`config.mk`:
```
export PLATFORM = sky130hd
export DESIGN_NAME = flit_injector
export DESIGN_NICKNAME = d
export VERILOG_FILES = /design/src/rtl/flit_injector_pkg.sv /design/src/rtl/flit_injector_queue.sv /design/src/rtl/flit_injector.sv
export SDC_FILE = /design/constraint.sdc
export NUM_CORES = 1
export LEC_CHECK = 0
export BUFFER_PORTS_ARGS = -buffer_cell sky130_fd_sc_hd__clkbuf_2
export CORE_AREA = 2 2 136 138
export DETAILED_ROUTE_END_ITERATION = 12
export DIE_AREA = 0 0 138 140
export GPL_TIMING_DRIVEN = 0
export HOLD_SLACK_MARGIN = 0.1
export PLACE_DENSITY = 0.58
export SETUP_SLACK_MARGIN = 0.5
export SYNTH_ARGS = -nofsm -noshare
export SYNTH_HDL_FRONTEND = slang
export SYNTH_SLANG_ARGS = --single-unit
```
`constraint.sdc`:
```
create_clock -name clock -period 6.5 [get_ports clock]
set_input_delay 1.3 -clock clock [delete_from_list [all_inputs] [get_ports clock]]
set_output_delay 1.3 -clock clock [all_outputs]
set_load 0.01 [all_outputs]
```
`src/rtl/flit_injector_pkg.sv`:
```
// Shared widths and helpers for the flit injector.
package flit_injector_pkg;

    localparam int unsigned FLIT_WIDTH   = 16;
    localparam int unsigned TS_WIDTH     = 16;
    localparam int unsigned CREDIT_WIDTH = 4;

    // Number of bits needed to hold value (1 -> 1, 3 -> 2, 4 -> 3).
    function automatic int unsigned clogb2(input int unsigned value);
        int unsigned v;
        int unsigned r;
        v = value;
        r = 0;
        while (v > 0) begin
            r = r + 1;
            v = v >> 1;
        end
        return r;
    endfunction

endpackage

```
`src/rtl/flit_injector_queue.sv`:
```
// Synchronous FIFO with a combinational head; power-of-two depth.
module injector_queue #(
    parameter int unsigned WIDTH  = 8,
    parameter int unsigned DEPTH  = 4,
    parameter int unsigned ADDR_W = 2
) (
    input  logic             clock,
    input  logic             reset,
    input  logic             push,
    input  logic             pop,
    input  logic [WIDTH-1:0] din,
    output logic [WIDTH-1:0] head,
    output logic             full,
    output logic             empty
);

    localparam logic [ADDR_W:0] PTR_ONE = {{ADDR_W{1'b0}}, 1'b1};

    logic [WIDTH-1:0] mem [DEPTH];
    logic [ADDR_W:0]  wr_ptr;
    logic [ADDR_W:0]  rd_ptr;

    // Extra pointer bit tells full from empty when the indices match.
    assign head  = mem[rd_ptr[ADDR_W-1:0]];
    assign empty = (wr_ptr == rd_ptr);
    assign full  = (wr_ptr[ADDR_W] != rd_ptr[ADDR_W]) &&
                   (wr_ptr[ADDR_W-1:0] == rd_ptr[ADDR_W-1:0]);

    always_ff @(posedge clock) begin
        if (!reset) begin
            wr_ptr <= '0;
            rd_ptr <= '0;
        end else begin
            if (push && !full) begin
                wr_ptr <= wr_ptr + PTR_ONE;
            end
            if (pop && !empty) begin
                rd_ptr <= rd_ptr + PTR_ONE;
            end
        end
    end

    always_ff @(posedge clock) begin
        if (push && !full) begin
            mem[wr_ptr[ADDR_W-1:0]] <= din;
        end
    end

endmodule

```
`src/rtl/flit_injector.sv`:
```
// Credit-based flit source for one router input port: releases queued flits in
// order once sim_time reaches their timestamp and their VC holds a credit.
module flit_injector
    import flit_injector_pkg::*;
#(
    parameter int unsigned NVCS      = 2,
    parameter int unsigned BUF_DEPTH = 4,
    parameter int unsigned QDEPTH    = 4,
    localparam int unsigned LOG_NVCS = clogb2(NVCS - 1)
) (
    input  logic                    clock,
    input  logic                    reset,
    input  logic                    enable,
    input  logic [TS_WIDTH-1:0]     sim_time,
    input  logic [FLIT_WIDTH-1:0]   src_flit,
    input  logic [LOG_NVCS-1:0]     src_vc,
    input  logic [TS_WIDTH-1:0]     src_ts,
    input  logic                    src_valid,
    output logic                    src_ready,
    output logic [FLIT_WIDTH-1:0]   flit_out,
    output logic [NVCS-1:0]         flit_out_valid,
    input  logic                    flit_ack,
    input  logic [CREDIT_WIDTH-1:0] credit_in,
    input  logic                    credit_in_valid,
    output logic                    credit_ack,
    output logic                    is_quiescent,
    output logic                    error
);

    localparam int unsigned     LOG_Q       = clogb2(QDEPTH - 1);
    localparam int unsigned     CW          = clogb2(BUF_DEPTH) + 1;
    localparam logic [CW-1:0]   CREDIT_FULL = CW'(BUF_DEPTH);
    localparam logic [CW-1:0]   CREDIT_ONE  = CW'(1);
    localparam logic [NVCS-1:0] LANE0       = NVCS'(1);
    localparam logic [0:0]      S_IDLE      = 1'b0;
    localparam logic [0:0]      S_SEND      = 1'b1;

    typedef struct packed {
        logic [TS_WIDTH-1:0]   ts;
        logic [LOG_NVCS-1:0]   vc;
        logic [FLIT_WIDTH-1:0] flit;
    } entry_t;

    logic [0:0]          state;
    logic [0:0]          state_nxt;
    logic                launch;
    logic                drop;
    logic                push;
    logic                q_full;
    logic                q_empty;
    entry_t              push_entry;
    entry_t              head;
    logic                head_eligible;
    logic [CW-1:0]       credits [NVCS];
    logic [NVCS-1:0]     credit_inc;
    logic [NVCS-1:0]     credit_dec;
    logic [LOG_NVCS-1:0] credit_vc;
    logic                credits_home;
    logic                unused_credit_bits;

    assign src_ready          = enable & ~q_full & reset;
    assign credit_ack         = enable & credit_in_valid & reset;
    assign push               = src_valid & src_ready;
    assign push_entry         = '{ts: src_ts, vc: src_vc, flit: src_flit};
    assign credit_vc          = credit_in[LOG_NVCS-1:0];
    assign unused_credit_bits = ^credit_in[CREDIT_WIDTH-1:LOG_NVCS];

    injector_queue #(
        .WIDTH  ($bits(entry_t)),
        .DEPTH  (QDEPTH),
        .ADDR_W (LOG_Q)
    ) u_queue (
        .clock (clock),
        .reset (reset),
        .push  (push),
        .pop   (launch),
        .din   (push_entry),
        .head  (head),
        .full  (q_full),
        .empty (q_empty)
    );

    // Uses registered credits, so a credit returned this cycle counts next cycle.
    assign head_eligible = !q_empty && (head.ts <= sim_time) &&
                           (credits[head.vc] != '0);

    always_ff @(posedge clock) begin
        if (!reset) begin
            state <= S_IDLE;
        end else begin
            state <= state_nxt;
        end
    end

    always_comb begin
        state_nxt = state;
        launch    = 1'b0;
        drop      = 1'b0;
        if (enable) begin
            case (state)
                S_IDLE: begin
                    if (head_eligible) begin
                        launch    = 1'b1;
                        state_nxt = S_SEND;
                    end
                end
                S_SEND: begin
                    if (flit_ack) begin
                        if (head_eligible) begin
                            launch = 1'b1;
                        end else begin
                            drop      = 1'b1;
                            state_nxt = S_IDLE;
                        end
                    end
                end
                default: state_nxt = S_IDLE;
            endcase
        end
    end

    always_ff @(posedge clock) begin
        if (!reset) begin
            flit_out       <= '0;
            flit_out_valid <= '0;
        end else if (launch) begin
            flit_out       <= head.flit;
            flit_out_valid <= LANE0 << head.vc;
        end else if (drop) begin
            flit_out_valid <= '0;
        end
    end

    always_comb begin
        credit_inc   = '0;
        credit_dec   = '0;
        credits_home = 1'b1;
        for (int i = 0; i < int'(NVCS); i++) begin
            credit_inc[i] = enable & credit_in_valid & (credit_vc == LOG_NVCS'(i));
            credit_dec[i] = launch & (head.vc == LOG_NVCS'(i));
            credits_home  = credits_home & (credits[i] == CREDIT_FULL);
        end
    end

    // Return and launch on the same VC cancel; a return onto a full counter is an overflow.
    always_ff @(posedge clock) begin
        if (!reset) begin
            for (int i = 0; i < int'(NVCS); i++) begin
                credits[i] <= CREDIT_FULL;
            end
            error <= 1'b0;
        end else begin
            for (int i = 0; i < int'(NVCS); i++) begin
                if (credit_inc[i] && !credit_dec[i]) begin
                    if (credits[i] == CREDIT_FULL) begin
                        error <= 1'b1;
                    end else begin
                        credits[i] <= credits[i] + CREDIT_ONE;
                    end
                end else if (credit_dec[i] && !credit_inc[i]) begin
                    credits[i] <= credits[i] - CREDIT_ONE;
                end
            end
        end
    end

    assign is_quiescent = (state == S_IDLE) & q_empty & credits_home;

endmodule

```
# After elaboration in Yosys (flattened, before gate mapping)
# Memory sizes are Yosys's and may differ from the RTL's. A register that Yosys moved wholly into a read port is not among the register bits.
# Index checks and enable logic that the tools add are counted.
# totals
register_bits	26
latch_bits	0
ram_bits	140
romBits	0
input_bits	59
output_inout_bits	22
n_memories	2
# memory_table
memory	words	width	rd	rd_clocked_by_memory_dff	wr	line	source
u_queue.mem	4	33	1	1	1	flit_injector_queue.sv:19	logic [WIDTH-1:0] mem [DEPTH];
credits	2	4	3	0	2	flit_injector.sv:54	logic [CW-1:0] credits [NVCS];
# op_classes
addsub	6
n_mul	0
n_div	0
n_lt_le_gt_ge	1
eq_ne	5
n_shift	1
mux	41
n_bitwise	20
reduce_logical	17
# ops
operator	count
two-way mux 1 bit	31
<= comparator 16 bit	1
two-way mux 4 bit	4
AND 1 bit	12
logical AND 1 bit	9
adder 4 x 1 -> 4 bit, second input constant	2
== test 4 x 3 -> 1 bit, second input constant	2
two-way mux 2 bit	4
subtractor 4 x 1 -> 4 bit, second input constant	2
adder 3 x 1 -> 3 bit, second input constant	2
zero test 1 bit	6
NOT 1 bit	4
bitwise OR 1 bit	4
case mux 1 bit (2 select lines)	2
nonzero test 4 bit	1
== test 3 bit	1
== test 2 bit	1
nonzero test 2 bit	1
<< shifter 1 x 1 -> 2 bit, first input constant	1
!= test 1 bit	1

# Logic depth before layout (Yosys ltp)
# Gate-level depths: netlist of run 1.
# logic_depth
word_depth	16
depth_mapped	18

# Cells and area by module
# Synthesis of run 1 repeated with hierarchy kept, for this count alone.
# unflattened
cells_unflattened	471
area_unflattened_um2	7233.2
# by_module_without_submodules
module	n_inst	cells_each	area_per_inst_um2
injector_queue	1	241	5327.6
flit_injector	1	230	1905.6

# Worst setup path before layout of run 1
# No wires, ideal clock.
# synth_timing
kind	register to register
start	reg with a tool-made name
end	mem credits[0][3] (netlist name) (data pin)
setup_ns	0.261
arrival_time_ns	4.381
required_time_ns	6.239
setup_slack_ns	1.859
path_stages_with_launch	19
n_path_buf	3
period_less_slack_ns	4.641
path_cell_list	dfxtp_1 buf_2 buf_2 buf_1 mux4_2 ha_1 nand4_1 nor4_1 and4_1 a31oi_2 nor4_4 nand3_1 inv_1 ha_1 a21o_1 a21oi_1 xnor2_1 xnor2_1 nor2_1
# synth_rtl
item	line
end: declaration	flit_injector.sv:54

==> results of run 1 <==
## power by group through the flow
stage | logic (uW) | clock network (uW) | registers [uW]
2_1_floorplan | 147 | 0 | 1230
3_3_place_gp | 215 | 0 | 1230
3_5_place_dp | 224 | 0 | 1230
4_1_cts | 225 | 1120 | 1210
5_1_grt | 247 | 1160 | 1210
6_report | 221 | 1090 | 1210
## path summary, 6_finish.rpt
check        slack (ns)  cells after the start                end
min reg2reg        0.47                      2  flit_out_valid[1]
max reg2reg        1.09                     18      credits[0][3]
min                0.47                      2  flit_out_valid[1]
max                1.09                     18      credits[0][3]
## cells by family (layout without fill, tap and decap cells)
| kind of cell | count (synthesis) | in the layout | synth area share |
|---|---|---|---|
| and+or+nand+nor | 86 | 86 | 0.0623 |
| DFF | 168 | 168 | 0.680 |
| adders and majority gates | 26 | 26 | 0.0475 |
| AOI/OAI and AO/OA | 42 | 42 | 0.0416 |
| xor gates and xnor gates | 9 | 9 | 0.0113 |
| buffers and inverters | 40 | 153 | 0.0232 |
| muxes | 52 | 52 | 0.134 |
## Yosys cell counts, types with 3 or more instances
cell      count  share of area
a21oi_1      16          0.011
and2_1        4         0.0036
and3_1        5         0.0045
buf_2         3         0.0021
clkbuf_1      7         0.0038
dfxtp_1      28          0.080
edfxtp_1    140           0.60
ha_1         25          0.045
inv_1        25          0.013
mux2i_1      18          0.026
mux4_2       33           0.11
nand2_1      18         0.0096
nand2b_1      5         0.0045
nand4_1       4         0.0036
nor2_1       31          0.017
nor3_1        5         0.0036
o21ai_0       8         0.0057
xnor2_1       5         0.0063
xor2_1        4         0.0050
## routing by layer
metal,up-vias,global-route usage,part of all wire
li1,1829,-,-
met3,22,0.0448,0.057
met2,106,0.255,0.51
met4,0,0.0532,0.018
met1,1925,0.171,0.41
met5,-,0,0
## registers in the layout, indices dropped and copies added, names as in the netlist, named ones only
signal	cells
u_queue.rd_ptr	3
u_queue.wr_ptr	3
u_queue.mem	132
error	1
flit_out	16
credits	8
flit_out_valid	2
state	1
## cell type report
class / instances / area share
flip-flops and latches: 168 / 0.566
multi-input cells: 215 / 0.248
repair buffers: 81 / 0.0553
clock buffers: 18 / 0.0510
well taps: 229 / 0.0341
clock inverters: 14 / 0.0260
inverters: 26 / 0.0116
plain buffers: 14 / 0.00774
## metrics by stage
step / hold WS (ns) / cells / cell area (um2) / total power [uW] / utilization
floorplan: 0.481 / 423 / 7010 / 1380 / -
global placement: 0.454 / 729 / 7680 / 1450 / 0.432
detailed placement: 0.458 / 733 / 7760 / 1460 / 0.437
CTS: 0.467 / 765 / 8410 / 2550 / 0.473
global route: 0.498 / 765 / 8410 / 2610 / 0.473
finish: 0.466 / 765 / 8410 / 2520 / 0.473
## cells in the final DEF, fill, tap and decap left out, types with 8 or more instances in the layout
cell type	Yosys	final
dfxtp_1	28	28
inv_1	25	25
nand2_1	18	18
clkbuf_16	0	17
a21oi_1	16	16
ha_1	25	25
nor2_1	31	31
clkbuf_1	7	8
o21ai_0	8	8
mux4_2	33	33
edfxtp_1	140	140
mux2i_1	18	18
clkbuf_2	1	78
## critical path, delay by kind of cell, from the launching register on
kind,cells,cell delay [ns]
compound gates,3,0.44
xor+xnor,2,0.31
fa+ha+maj,2,0.55
buf+inv,4,1.45
flops,1,0.30
mux,1,0.61
simple gates,6,1.49
==> impl_metrics.tcl, run 1 <==
set metrics [dict create \
    status "completed" \
    cts_buffer_depth 2 \
    hold_viol 0 \
    ys_seq_area_frac 0.680 \
    syn_nets 508 \
    async_flop_share 0 \
    drt-initial-drc-count 277 \
    postRouteAntennaNets 0 \
    placementRows 49 \
    slew_violations 0 \
    hold_class "flop to flop" \
    fin_ws_ns 1.09 \
    n_fill_cell 1551 \
    coreArea_um2 17800 \
    relSlewSlack 0.342 \
    end_kind "flop" \
    p_sw_uw 545 \
    antenna_cells 0 \
    htree_levels 4 \
    drive_gt1_frac 0.312 \
    num_vias 3882 \
    worstSetupPathType "flop to flop" \
    post_cts_resized 0 \
    crit_slowest_cell "buf_1" \
    synthCells 423 \
    cts_setup_buffers 0 \
    routedWlPerCell_um 17.6 \
    clk_latency_ns 0.43 \
    max_stage_delay_ns 0.74 \
    ios 81 \
    wl_um 13500 \
    cts_hold_buf 0 \
    hpwl_um 9130 \
    power_frac_comb 0.087 \
    path_max_fanout 10 \
    crit_chain "buf_2 -> buf_2 -> buf_1 -> mux4_2 -> ha_1 -> nand4_1 -> nor4_1 -> and4_1 -> a31oi_2 -> nor4_4 -> nand3_1 -> inv_1 -> ha_1 -> a21o_1 -> a21oi_1 -> xnor2_1 -> xnor2_1 -> nor2_1" \
    die-area_um2 19300 \
    fin_crit_sh 0.833 \
    clock_sinks 168 \
    die_w_um 138 \
    ys_seq_elements 168 \
    power.internal_uw 1980 \
    critPathLaunchType "flop" \
    post-route-min-period_ns 5.41 \
    swShare 0.216 \
    pre_cts_slack_ns 0.957 \
    setup-tns-final_ns 0 \
    grt_max_degree 26 \
    synthToLayoutAreaGrowth_pct 20.1 \
    syn_area_um2 7010 \
    path_clk_slew_ns 0.07 \
    grt_overflow 0 \
    nNetsFinal 608 \
    synth_edf_count 140 \
    leakage_uw 0.00302 \
    power_density_nw_per_um2 300 \
    finClkSkew_ns 0.00913 \
    grt_pass1_wl_um 21200 \
    grt_setup_unrepaired "no" \
    syn_area_per_cell_um2 16.6 \
    critPathArrivalTime_ns 5.59 \
    synth_cell_types 53 \
    numCtsBuffers 17 \
    drv_cap 0 \
    ys.flop_type "edfxtp_1" \
    ys.warnings.count 0 \
    cts_tree "done" \
    worst_slew_pin_slew_ns 0.988 \
    power_frac_clock 0.434 \
    die_h_um 140 \
    vias_per_cell 5.07 \
    multi_input_area_um2 2080 \
    grt_pass1_vias 4054 \
    ff_latch_area_um2 4760 \
    setup_viol 0 \
    fmax_ghz 0.185 \
    routabilityCongestion 0.800 \
    vdd_drop_max_v 0.000185 \
    antenna_found_initial 0 \
    portBuffers 77 \
    route.detailed.drc 0 \
    ctsRootBufferMaster "clkbuf_16" \
    start_util 0.394 \
    critPathRequiredTime_ns 6.68 \
    drt_first_pass_iters 5 \
    track_usage 0.146 \
    seq_power_share 0.479 \
    min_from "flit_out_valid[1]" \
]
Power figures use the tool's default switching activity.
==> run 2: changes to the inputs <==
clock period = 5.5 ns   (was 6.5 ns; I/O delays follow)
==> impl_metrics.tcl, run 2 (synthesis gave the netlist of run 1 again) <==
set metrics [dict create \
    numCtsBuffers 17 \
    fmax_ghz 0.213 \
    drive_gt1_frac 0.315 \
    coreArea_um2 17800 \
    hpwl_um 9130 \
    antenna_cells 0 \
    postRouteAntennaNets 0 \
    cts_tree "done" \
    die_w_um 138 \
    finClkSkew_ns 0.00874 \
    post-route-min-period_ns 4.70 \
    synthToLayoutAreaGrowth_pct 20.2 \
    pre_cts_slack_ns -0.0426 \
    critPathRequiredTime_ns 5.68 \
    min_from "flit_out_valid[1]" \
    dpl_cell_area_um2 7760 \
    vdd_drop_max_v 0.000218 \
    path_max_fanout 10 \
    wl_um 13500 \
    clk_latency_ns 0.42 \
    vias_per_cell 5.10 \
    final_common_cell "edfxtp_1" \
    cts_buffer_depth 2 \
    grt_max_degree 26 \
    hold_viol 0 \
    drt_first_pass_iters 5 \
    slew_violations 0 \
    critPathLaunchType "flop" \
    min_to "flit_out_valid[1]" \
    routabilityCongestion 0.800 \
    grt_setup_unrepaired "no" \
    path_clk_slew_ns 0.07 \
    num_vias 3899 \
    antenna_found_initial 0 \
    drt-initial-drc-count 260 \
    dp_cells 733 \
    final_util 0.474 \
    placementRows 49 \
    cts_setup_buffers 0 \
    drv_cap 0 \
    mostFrequentLayoutCells "edfxtp_1 (140), clkbuf_2 (79), mux4_2 (33)" \
    stdcell_count 765 \
    clock_sinks 168 \
    critPathArrivalTime_ns 4.87 \
    leakage_uw 0.00303 \
    worst_slew_pin_slew_ns 0.974 \
    ctsRootBufferMaster "clkbuf_16" \
    grt_pass1_wl_um 21200 \
    largest_reg_flops 132 \
    relSlewSlack 0.351 \
    ios 81 \
    routedWlPerCell_um 17.7 \
    hold_class "flop to flop" \
    worstSetupPathType "flop to flop" \
    reg2reg_depth 18 \
    setup-tns-final_ns 0 \
    n_fill_cell 1549 \
    fin_ws_ns 0.803 \
    grt_pass1_vias 4054 \
    cts_hold_buf 0 \
    route.detailed.drc 0 \
    end_kind "flop" \
    fin_area_um2 8420 \
    die_h_um 140 \
    timing.rr.end "credits[0][3]" \
    fin_crit_sh 0.854 \
    status "completed" \
    hold_depth 2 \
    track_usage 0.146 \
    power_density_nw_per_um2 354 \
    nNetsFinal 608 \
    timing.reg2reg.setup_slack_ns 0.80 \
    htree_levels 4 \
    portBuffers 77 \
    grt_overflow 0 \
    die-area_um2 19300 \
    setup_viol 0 \
    start_util 0.394 \
]
==> run 2: cell counts in the layout (fill, tap and decap cells not counted) <==
No cell type changed its count.
==> run 2: through the flow <==
stage          power (uW)  hold slack [ns]
4_1_cts              3010            0.467
3_5_place_dp         1720            0.458
2_1_floorplan        1630            0.481
3_3_place_gp         1710            0.454
5_1_grt              3090            0.498
6_report             2990            0.467
==> run 2: worst max path at each step <==
stage                                to  depth (start not counted)
after CTS                 credits[0][3]                         18
final                     credits[0][3]                         18
after floorplan           credits[0][3]                         18
after detailed placement  credits[0][3]                         18
after global placement    credits[0][3]                         18
after global routing      credits[0][3]                         18
==> run 2: final cells by class <==
type	instances	area (um2)	area share
sequential	168	4760	0.566
inverter	26	97.6	0.0116
buffer	14	76.3	0.00906
multi-input combinational	215	2080	0.247
timing repair buffer	81	465	0.0553
clock inverter	14	219	0.0260
clock buffer	18	429	0.0510
tap	229	287	0.0340
==> run 2: repair_timing <==
action                                  4_1_cts  5_1_grt
resized for setup                             5        5
pin swaps                                     0        1
endpoints found under the setup margin       16        1
==> run 2: per-layer routing <==
layer / global-route usage / vias up / wire length [um]
met5: 0 / - / 0
met4: 0.0532 / 0 / 221
met3: 0.0448 / 18 / 845
met2: 0.255 / 118 / 6910
met1: 0.171 / 1933 / 5540
li1: - / 1830 / -
==> run 2: power by group <==
part           internal (uW)  leakage, uW  switching (uW)
clock                    809     0.000305             484
sequential              1410      0.00150            18.0
combinational            121      0.00122             142
==> run 2: critical path, cell delays in order (launching register included) <==
cell,delay [ns]
dfxtp_1,0.30
buf_2,0.21
buf_4,0.28
buf_6,0.23
mux4_2,0.53
ha_1,0.31
nand4_1,0.19
nor4_1,0.37
a21bo_2,0.27
a31oi_2,0.43
nor4_4,0.10
nand3_1,0.14
inv_1,0.09
ha_1,0.28
a21o_1,0.18
a21oi_1,0.16
xnor2_1,0.15
xnor2_1,0.16
nor2_1,0.05
==> run 3: changes to the inputs <==
ABC_AREA = 1   (was not set)
CORE_AREA = 2 2 137 139   (was 2 2 136 138)
DIE_AREA = 0 0 139 141   (was 0 0 138 140)
PLACE_DENSITY = 0.6   (was 0.58)
clock period = 4.3 ns   (was 5.5 ns; I/O delays follow)
==> impl_metrics.tcl, run 3 <==
set metrics [dict create \
    status "completed" \
    routabilityCongestion 0.791 \
    hold_class "flop to flop" \
    path_buf_inv 6 \
    path_clk_slew_ns 0.06 \
    timing.reg2reg.setup_slack_ns 0.76 \
    synth.area.top_cells "edfxtp_1 (59%), dfxtp_1 (7.9%), nor2_1 (6.2%)" \
    cts_buffer_depth 2 \
    reg2reg_depth 23 \
    worst_slew_pin_slew_ns 0.681 \
    antenna_found_initial 0 \
    post-synth-top-area-fraction 0.592 \
    ios 81 \
    ctsRootBufferMaster "clkbuf_16" \
    pre_cts_slack_ns -0.565 \
    die_w_um 139 \
    cpMostUsedCell "nand2_1" \
    ys.flop_type "edfxtp_1" \
    async_flop_share 0 \
    fin_crit_sh 0.824 \
    critPathRequiredTime_ns 4.48 \
    power.internal_uw 3180 \
    route.detailed.drc 0 \
    htree_levels 4 \
    syn_area_per_cell_um2 11.3 \
    ys_seq_area_frac 0.671 \
    syn_nets 713 \
    timing.rr.end "credits[0][3]" \
    drive_gt1_frac 0.209 \
    power_uw 4290 \
    synthCells 628 \
    leakage_uw 0.00340 \
    cts_hold_buf 0 \
    track_usage 0.172 \
    cts_tree "done" \
    fmax_ghz 0.282 \
    grt_overflow 0 \
    power_frac_clock 0.393 \
    crit_slowest_cell "dfxtp_2" \
    grt_max_degree 22 \
    p_sw_uw 1100 \
    mostFrequentLayoutCells "edfxtp_1 (140), nor2_1 (113), clkbuf_2 (81)" \
    synthTopCellsByCount "edfxtp_1 (140), nor2_1 (118), o21ai_0 (85)" \
    clock_sinks 168 \
    grt_pass1_vias 4993 \
    swShare 0.257 \
    critPathLaunchType "flop" \
    end_kind "flop" \
    power_density_nw_per_um2 494 \
    cp.depth 23 \
    wl_um 16400 \
    post-route-min-period_ns 3.54 \
    max_stage_delay_ns 0.37 \
    num_vias 4924 \
    crit_family "simple AND/OR/NAND/NOR gates" \
    hpwl_um 11200 \
    vdd_drop_max_v 0.000285 \
    crit_chain "inv_2 -> clkbuf_4 -> buf_4 -> o21ai_0 -> o22ai_1 -> ha_1 -> nand4_1 -> nor3_4 -> nand3_2 -> nand2_4 -> nand3_4 -> nor2_4 -> nand3_4 -> inv_2 -> ha_1 -> a21oi_1 -> nand2_1 -> xor2_1 -> inv_1 -> nand2_1 -> nand2_1 -> nand2_1 -> inv_1" \
    synth_area_leader_cell "edfxtp_1" \
    critPathArrivalTime_ns 3.73 \
    postRouteAntennaNets 0 \
    synth_edf_count 140 \
    ys_seq_elements 168 \
    path_max_fanout 10 \
    die_h_um 141 \
    coreArea_um2 18300 \
    drt-initial-drc-count 440 \
    start_util 0.388 \
    synth.most_common_cell "edfxtp_1" \
    placementRows 50 \
    slew_violations 0 \
    routedWlPerCell_um 16.8 \
    grt_setup_unrepaired "no" \
    final_common_cell "edfxtp_1" \
    hold_slack_ns 0.472 \
    die-area_um2 19600 \
    synthToLayoutAreaGrowth_pct 22.3 \
    power_frac_comb 0.171 \
    syn_area_um2 7100 \
    clk_latency_ns 0.42 \
    hold_viol 0 \
    setup_viol 0 \
    n_fill_cell 1665 \
    antenna_cells 0 \
    crit_end "credits[0][3]" \
    seq_power_share 0.436 \
    vias_per_cell 5.05 \
    final_util 0.475 \
    synth_cell_types 31 \
    finClkSkew_ns 0.00711 \
    setup-tns-final_ns 0 \
    drt_first_pass_iters 5 \
    portBuffers 76 \
    fin_ws_ns 0.755 \
    worstSetupPathType "flop to flop" \
    largest_reg_flops 132 \
    drv_cap 0 \
    numCtsBuffers 17 \
    grt_pass1_wl_um 25800 \
    nNetsFinal 814 \
    relSlewSlack 0.545 \
    ys.warnings.count 0 \
]
[run 3: cell types whose count changed after synthesis, sizes merged, moves of 5 or more]
cell and change:
a31oi +16, and3 -5, clkbuf +12, inv +31
mux2i -18, mux4 -33, nand2 +36, nand2b -5
nand3 +17, nor2 +89, o21ai +79, o22ai +15
[run 3: worst min-delay path, delay by kind of cell, from the launching register on]
family | cells | cell delay, ns
DFF | 1 | 0.31
and+or+nand+nor | 1 | 0.06
AOI/OAI and AO/OA | 1 | 0.05
[run 3: cell families after synthesis]
| group | synth area share |
|---|---|
| adders and majority gates | 0.0469 |
| and+or+nand+nor | 0.120 |
| DFF | 0.671 |
| AOI/OAI and AO/OA | 0.109 |
| buffers and inverters | 0.0448 |
| xor gates and xnor gates | 0.00864 |
[run 3: final cells by class]
class / instances / area, um2 / area share
sequential: 168 / 4770 / 0.549
multi-input combinational: 378 / 2090 / 0.241
timing repair buffer: 82 / 483 / 0.0556
clock buffer: 19 / 433 / 0.0499
tap: 234 / 293 / 0.0337
clock inverter: 13 / 224 / 0.0258
inverter: 56 / 210 / 0.0242
buffer: 26 / 179 / 0.0206
[run 3: power groups by stage]
stage          Clock [uW]  Combinational (uW)  Sequential, uW
2_1_floorplan           0                 427            1910
3_3_place_gp            0                 651            1900
3_5_place_dp            0                 685            1900
4_1_cts              1710                 709            1870
5_1_grt              1770                 821            1880
6_report             1690                 732            1870
[run 3: worst min path at each step]
stage / startpoint / endpoint / slack (ns) / cells past startpoint
2_1_floorplan: u_queue.rd_ptr[2] / u_queue.rd_ptr[2] / 0.45 / 2
3_3_place_gp: flit_out_valid[1] / flit_out_valid[1] / 0.45 / 2
3_5_place_dp: flit_out_valid[0] / flit_out_valid[0] / 0.46 / 2
4_1_cts: flit_out_valid[0] / flit_out_valid[0] / 0.47 / 2
5_1_grt: flit_out_valid[1] / flit_out_valid[1] / 0.49 / 2
6_report: flit_out_valid[0] / flit_out_valid[0] / 0.47 / 2
[run 3: per-layer routing]
layer / part of all wire / GRT usage / up-vias
met3: 0.042 / 0.0329 / 24
met5: 0 / 0 / -
met4: 0.018 / 0.0627 / 0
met2: 0.51 / 0.301 / 137
li1: - / - / 2400
met1: 0.43 / 0.213 / 2363
[run 3: timing repair]
item | CTS | global route
pin swaps | 2 | 2
resized for setup | 25 | 37
endpoints found under the setup margin | 36 | 1
setup buffers | 0 | 2
[run 3: per-stage QoR]
step	area, um2	instances
after floorplan	7100	628
after global placement	7770	938
after detailed placement	7890	942
after CTS	8610	974
after global routing	8680	976
final	8680	976
